### config.mk
export PLATFORM = sky130hd
export DESIGN_NAME = fetch_unit
export DESIGN_NICKNAME = d
export VERILOG_FILES = /design/src/rtl/fetch_unit.sv
export SDC_FILE = /design/constraint.sdc
export NUM_CORES = 1
export LEC_CHECK = 0
export BUFFER_PORTS_ARGS = -buffer_cell sky130_fd_sc_hd__buf_2
export CELL_PAD_IN_SITES_DETAIL_PLACEMENT = 1
export CELL_PAD_IN_SITES_GLOBAL_PLACEMENT = 1
export CORE_MARGIN = 4
export CORE_UTILIZATION = 34
export DETAILED_ROUTE_END_ITERATION = 10
export GPL_TIMING_DRIVEN = 0
export HOLD_SLACK_MARGIN = 0.02
export PLACE_DENSITY = 0.77
export SLEW_MARGIN = 20
export SYNTH_ARGS = -nofsm -noshare
export SYNTH_HDL_FRONTEND = slang
export SYNTH_SLANG_ARGS = --single-unit
### constraint.sdc
create_clock -name CLK -period 12.5 [get_ports CLK]
set_input_delay 0.625 -clock CLK [delete_from_list [all_inputs] [get_ports CLK]]
set_output_delay 0.625 -clock CLK [all_outputs]
set_load 0.02 [all_outputs]
### src/rtl/fetch_unit.sv
// -----------------------------------------------------------------------------
// fetch_unit
//
// Instruction fetch front end. Issues word-aligned requests to an instruction
// memory and buffers the returned words together with their addresses in a
// two-entry FIFO. The number of buffered entries plus outstanding requests
// never exceeds two, and at most one request is outstanding at a time.
//
// A redirect flushes the FIFO and restarts fetch at a new address. A request
// that is still outstanding when a redirect arrives cannot be withdrawn. The
// unit therefore keeps requesting the old address until that request is
// acknowledged, throws the returned word away, and then fetches from the
// newest redirect target.
//
// Parameters
//   RESET_PC     address of the first instruction fetched after reset
//
// Ports
//   CLK          sole clock, rising edge
//   RST          synchronous, active-high reset
//   imem_req     memory request, held high until acknowledged
//   imem_addr    word-aligned fetch address, valid while imem_req=1
//   imem_ack     memory completion, only looked at while imem_req=1
//   imem_rdata   instruction word, valid with imem_ack
//   redirect     taken branch/jump: flush and restart fetch
//   redirect_pc  restart address; bits [1:0] are forced to zero
//   instr_valid  FIFO head holds an instruction
//   instr        head instruction word
//   instr_pc     address of the head instruction
//   instr_ready  consumer takes the head when instr_valid && instr_ready
// -----------------------------------------------------------------------------
module fetch_unit #(
    parameter logic [31:0] RESET_PC = 32'h0000_0000
) (
    input  logic        CLK,
    input  logic        RST,
    output logic        imem_req,
    output logic [31:0] imem_addr,
    input  logic        imem_ack,
    input  logic [31:0] imem_rdata,
    input  logic        redirect,
    input  logic [31:0] redirect_pc,
    output logic        instr_valid,
    output logic [31:0] instr,
    output logic [31:0] instr_pc,
    input  logic        instr_ready
);

    // IDLE   : no request outstanding; a request may start this cycle
    // BUSY   : request outstanding, its data will be kept
    // SQUASH : request outstanding, its data will be discarded
    typedef enum logic [1:0] {
        ST_IDLE   = 2'd0,
        ST_BUSY   = 2'd1,
        ST_SQUASH = 2'd2
    } state_e;

    typedef struct packed {
        logic [31:0] word;
        logic [31:0] pc;
    } entry_t;

    // Control state
    state_e      state_q, state_d;
    logic [31:0] fetch_pc_q, fetch_pc_d;   // next address to fetch
    logic [31:0] req_addr_q, req_addr_d;   // address of the outstanding request
    logic [1:0]  count_q, count_d;         // FIFO occupancy, 0..2

    // FIFO storage: head is what the consumer sees, tail is the second entry
    entry_t      head_q, head_d;
    entry_t      tail_q, tail_d;

    // Combinational helpers
    logic        req_raw;
    logic [31:0] addr_raw;
    logic        ack_fire;
    logic        enq;
    logic        deq;
    logic [1:0]  count_mid;
    logic [31:0] redirect_target;
    logic [31:0] next_seq_pc;
    entry_t      new_entry;

    // -------------------------------------------------------------------------
    // Request generation
    // -------------------------------------------------------------------------
    // In IDLE the request is raised in the same cycle a credit is free. A
    // redirect in that cycle holds the request back, so the next request goes
    // straight to the new target instead of being issued and then squashed.
    always_comb begin
        // NOTE: every signal written in an always_comb gets a default first, so
        // no path through the case leaves it unassigned and no latch is inferred.
        req_raw  = 1'b0;
        addr_raw = fetch_pc_q;
        case (state_q)
            ST_IDLE: begin
                if ((count_q < 2'd2) && !redirect) begin
                    req_raw  = 1'b1;
                    addr_raw = fetch_pc_q;
                end
            end
            ST_BUSY, ST_SQUASH: begin
                req_raw  = 1'b1;
                addr_raw = req_addr_q;
            end
            default: begin
                req_raw  = 1'b0;
                addr_raw = fetch_pc_q;
            end
        endcase
    end

    // Reset forces the request low at once. This also covers the case where
    // reset arrives while a request is still outstanding.
    assign imem_req  = req_raw && !RST;
    assign imem_addr = addr_raw;

    // An acknowledge only counts while a request is visible on the port.
    assign ack_fire = imem_req && imem_ack;

    // Keep the word unless it belongs to a squashed request or a redirect
    // arrives in the same cycle.
    assign enq = ack_fire && !redirect && (state_q != ST_SQUASH);
    assign deq = instr_valid && instr_ready;

    // Masking keeps every bit of redirect_pc in use. The low two bits are
    // simply cleared.
    assign redirect_target = redirect_pc & ~32'd3;

    // Address arithmetic wraps at 2^32.
    assign next_seq_pc = addr_raw + 32'd4;

    assign new_entry = '{word: imem_rdata, pc: addr_raw};

    // -------------------------------------------------------------------------
    // FIFO next-state
    // -------------------------------------------------------------------------
    // The dequeue is applied first, then the enqueue lands in the first free
    // slot. A dequeue and an enqueue in the same cycle therefore leave the
    // occupancy unchanged. A redirect empties the FIFO whatever else happens.
    always_comb begin
        head_d    = head_q;
        tail_d    = tail_q;
        count_mid = count_q - {1'b0, deq};

        if (deq) begin
            head_d = tail_q;
        end

        if (enq) begin
            if (count_mid == 2'd0) begin
                head_d = new_entry;
            end else begin
                tail_d = new_entry;
            end
        end

        count_d = count_mid + {1'b0, enq};

        if (redirect) begin
            count_d = 2'd0;
        end
    end

    // -------------------------------------------------------------------------
    // FSM next-state and fetch address
    // -------------------------------------------------------------------------
    always_comb begin
        state_d    = state_q;
        fetch_pc_d = fetch_pc_q;
        req_addr_d = req_addr_q;

        case (state_q)
            ST_IDLE: begin
                // The request was raised but not acknowledged, so it stays
                // outstanding at the current fetch address.
                if (imem_req && !ack_fire) begin
                    state_d    = ST_BUSY;
                    req_addr_d = fetch_pc_q;
                end
            end
            ST_BUSY: begin
                if (ack_fire) begin
                    state_d = ST_IDLE;
                end else if (redirect) begin
                    state_d = ST_SQUASH;
                end
            end
            ST_SQUASH: begin
                if (ack_fire) begin
                    state_d = ST_IDLE;
                end
            end
            default: begin
                state_d = ST_IDLE;
            end
        endcase

        // A kept word advances the sequential address. Issue continues
        // back-to-back only while the buffer still has room after this cycle.
        if (enq) begin
            fetch_pc_d = next_seq_pc;
            req_addr_d = next_seq_pc;
            state_d    = (count_d < 2'd2) ? ST_BUSY : ST_IDLE;
        end

        // The newest redirect target always wins, including during SQUASH.
        if (redirect) begin
            fetch_pc_d = redirect_target;
        end
    end

    // -------------------------------------------------------------------------
    // State registers
    // -------------------------------------------------------------------------
    always_ff @(posedge CLK) begin
        // NOTE: sequential state uses non-blocking assignments only, so every
        // flop samples the values from before the edge.
        if (RST) begin
            state_q    <= ST_IDLE;
            fetch_pc_q <= RESET_PC;
            req_addr_q <= RESET_PC;
            count_q    <= 2'd0;
        end else begin
            state_q    <= state_d;
            fetch_pc_q <= fetch_pc_d;
            req_addr_q <= req_addr_d;
            count_q    <= count_d;
        end
    end

    // NOTE: FIFO payload registers have no reset. count_q alone decides
    // whether they hold anything meaningful, so resetting them would only add
    // load to the reset net.
    always_ff @(posedge CLK) begin
        head_q <= head_d;
        tail_q <= tail_d;
    end

    // -------------------------------------------------------------------------
    // Consumer side
    // -------------------------------------------------------------------------
    assign instr_valid = !RST && (count_q != 2'd0);
    assign instr       = head_q.word;
    assign instr_pc    = head_q.pc;

endmodule

==> flow_summary.toml <==
[run_status]
status = "completed"

[yosys]
synth_edf_count = 64
ys_warn_count = 0
ys_seq_area_frac = 0.528
synth_area_um2 = 8640
synth_cell_type_count = 51
synth_seq_cells = 196
ys.flop_type = "dfxtp_1"
synthArstFlopShare = 0
synth_area_per_cell_um2 = 9.98
syn_inst = 866
synthesis.nets = 943

[cts]
cts_tree = "yes"
htreeDepth = 4
clock-sinks = 196
clock_latency_ns = 0.44
numCtsBuffers = 17
cts-resized-gates = 0
postCtsSetupBuffers = 0
hold_buffers = 0
clockBufferDepth = 2
clk_pin_slew_ns = 0.08
cts_root_buf = "clkbuf_16"

[cells_and_area]
fill_cells = 2907
syn2layout_area_growth_pct = 22.3
antenna_cells = 0
final_core_util = 0.421
drive_above_1_share = 0.232
final_common_cell = "buf_2"
nNetsFinal = 1127
layout_common_cells = "176 x buf_2, 132 x dfxtp_1, 131 x nor2_1"

[route]
drc = 0
wl_um = 28100
drt_iter0_drc = 494
vias = 7379
routedWlPerCell_um = 20.2
final_antenna_net_count = 0
first_pass_iters = 5
via_per_inst = 5.30

[worst_setup_path]
crit-reg2reg-launch = "state_q[0]"
endpoint_kind = "register"
worst-setup-path-type = "register to register"
worst-path-max-fanout = 10
crit_start = "state_q[0]"
r2r_setup_slack_ns = 7.92
start_kind = "register"
reg2regPathDepth = 15
r2r-end = "req_addr_q[30]"
worstPathArrival_ns = 4.85
cp.required_ns = 12.77

[floorplanning]
die_y_um = 167
ios = 167
initial_core_util = 0.344
dieArea_um2 = 28000
num_rows = 58
die_w_um = 167
coreArea_um2 = 25100

[timing]
fin_crit_sh = 0.366
hold_viol_final = 0
worst-slew-pin-transition_ns = 0.833
slew_viol_final = 0
finalSetupViolCount = 0
fin_crit_ns = 4.58
setup_tns_ns = 0
max_freq_mhz = 219
fin_ws_ns = 7.92
rsz0062_at_grt = "false"
finClkSkew_ns = 0.0118
maxSlewHeadroom = 0.443

[run]
drv_cap = 0

[pwr]
peakVddDrop_mv = 0.0936
power_density_nw_per_um2 = 221
p_leak_nw = 4.64
p_total_w = 0.00234

[hold_path]
hold_path.startpoint = "imem_rdata[31]"
hold_class = "primary input to register"
holdPathStages = 1
hold_path_end = "tail_q[63]"

[global_route]
gr-total-overflow = 0
antenna_found_initial = 1
grt_pass1_wl_um = 43500
grt_max_degree = 22
grt_pass1_vias = 7702
grt_usage = 0.196

[placement]
hpwl_um = 20800
routabilityCongestion = 0.859
io_buffers = 162
place_ws_ns = 8.12
==> cells in the mapped netlist (all sizes together), types with 3 or more instances <==
master	n	area, µm²
a21boi	3	26.3
a21oi	120	601
a22oi	11	106
a311oi	28	251
buf	21	111
clkbuf	37	139
dfxtp	132	2640
edfxtp	64	1920
ha	8	100
inv	17	63.8
mux2	23	259
mux2i	78	781
nand2	78	293
nand3	20	100
nand3b	8	60.1
nand4	11	114
nand4b	5	43.8
nor2	131	492
nor3	6	30.0
nor3b	4	35.0
o21a	5	37.5
o21ai	14	70.1
o21bai	3	22.5
xnor2	15	131
xor2	3	26.3
==> worst max-delay path, stage by stage, from the launching register on <==
cell	delay, ns
dfxtp_1	0.40
inv_1	0.12
ha_1	0.45
buf_6	0.21
buf_6	0.18
buf_2	0.34
buf_2	0.36
mux2i_1	0.15
inv_1	0.18
ha_1	0.30
nand4b_1	0.21
a22oi_2	0.45
nand4_4	0.28
o311a_1	0.36
a21oi_1	0.23
a311oi_1	0.15
==> sequential cells by signal, indices dropped and copies added, names as in the netlist <==
name	flops
tail_q	64
fetch_pc_q	32
instr	32
instr_pc	32
req_addr_q	32
count_q	2
state_q	2
==> power breakdown <==
group / internal (W) / leakage (nW) / switching (W) / total, W
Sequential: 0.000812 / 1.68 / 0.0000873 / 0.000899
Combinational: 0.000310 / 2.66 / 0.000564 / 0.000874
Clock: 0.000289 / 0.297 / 0.000277 / 0.000566
==> cells by family (layout without fill, tap and decap cells) <==
group	Yosys count	after routing	share of synthesized area
compound gates	200	200	0.146
xor+xnor	18	18	0.0182
fa+ha+maj	8	8	0.0116
buf+inv	75	272	0.0364
flops	196	196	0.528
mux	101	101	0.120
simple gates	268	268	0.139
==> area by class of cell <==
cell class | instances | area, µm² | share of cell area
inverters | 17 | 63.8 | 0.00604
well taps | 330 | 413 | 0.0391
repair buffers | 165 | 893 | 0.0845
clock inverters | 15 | 188 | 0.0178
clock buffers | 17 | 425 | 0.0402
flip-flops and latches | 196 | 4560 | 0.432
multi-input cells | 595 | 3770 | 0.357
plain buffers | 58 | 250 | 0.0237
==> layer usage <==
| metal | GRT usage | vias up | share of wire | routed length (µm) |
|---|---|---|---|---|
| li1 | - | 3478 | - | - |
| met1 | 0.258 | 3594 | 0.44 | 12400 |
| met2 | 0.327 | 268 | 0.48 | 13400 |
| met3 | 0.0441 | 39 | 0.063 | 1780 |
| met4 | 0.0536 | 0 | 0.020 | 564 |
| met5 | 0 | - | 0 | 0 |
==> how the worst max path moves through the flow <==
| stage | endpoint | slack (ns) | depth (start not counted) |
|---|---|---|---|
| floorplan | tail_q[0] | 6.67 | 9 |
| global route | req_addr_q[30] | 7.69 | 15 |
| CTS | req_addr_q[30] | 8.04 | 15 |
| detailed placement | req_addr_q[30] | 8.12 | 15 |
| global placement | tail_q[37] | 4.21 | 9 |
| finish | req_addr_q[30] | 7.92 | 15 |
==> stage by stage <==
step	std cells	hold WS, ns	cell area (µm²)
final	1393	0.374	10600
after global routing	1393	0.356	10600
after CTS	1393	0.356	10600
after detailed placement	1361	0.487	9960
after global placement	1358	0.472	9860
after floorplan	866	0.460	8640
No activity file was read; power rests on OpenSTA's default activity.
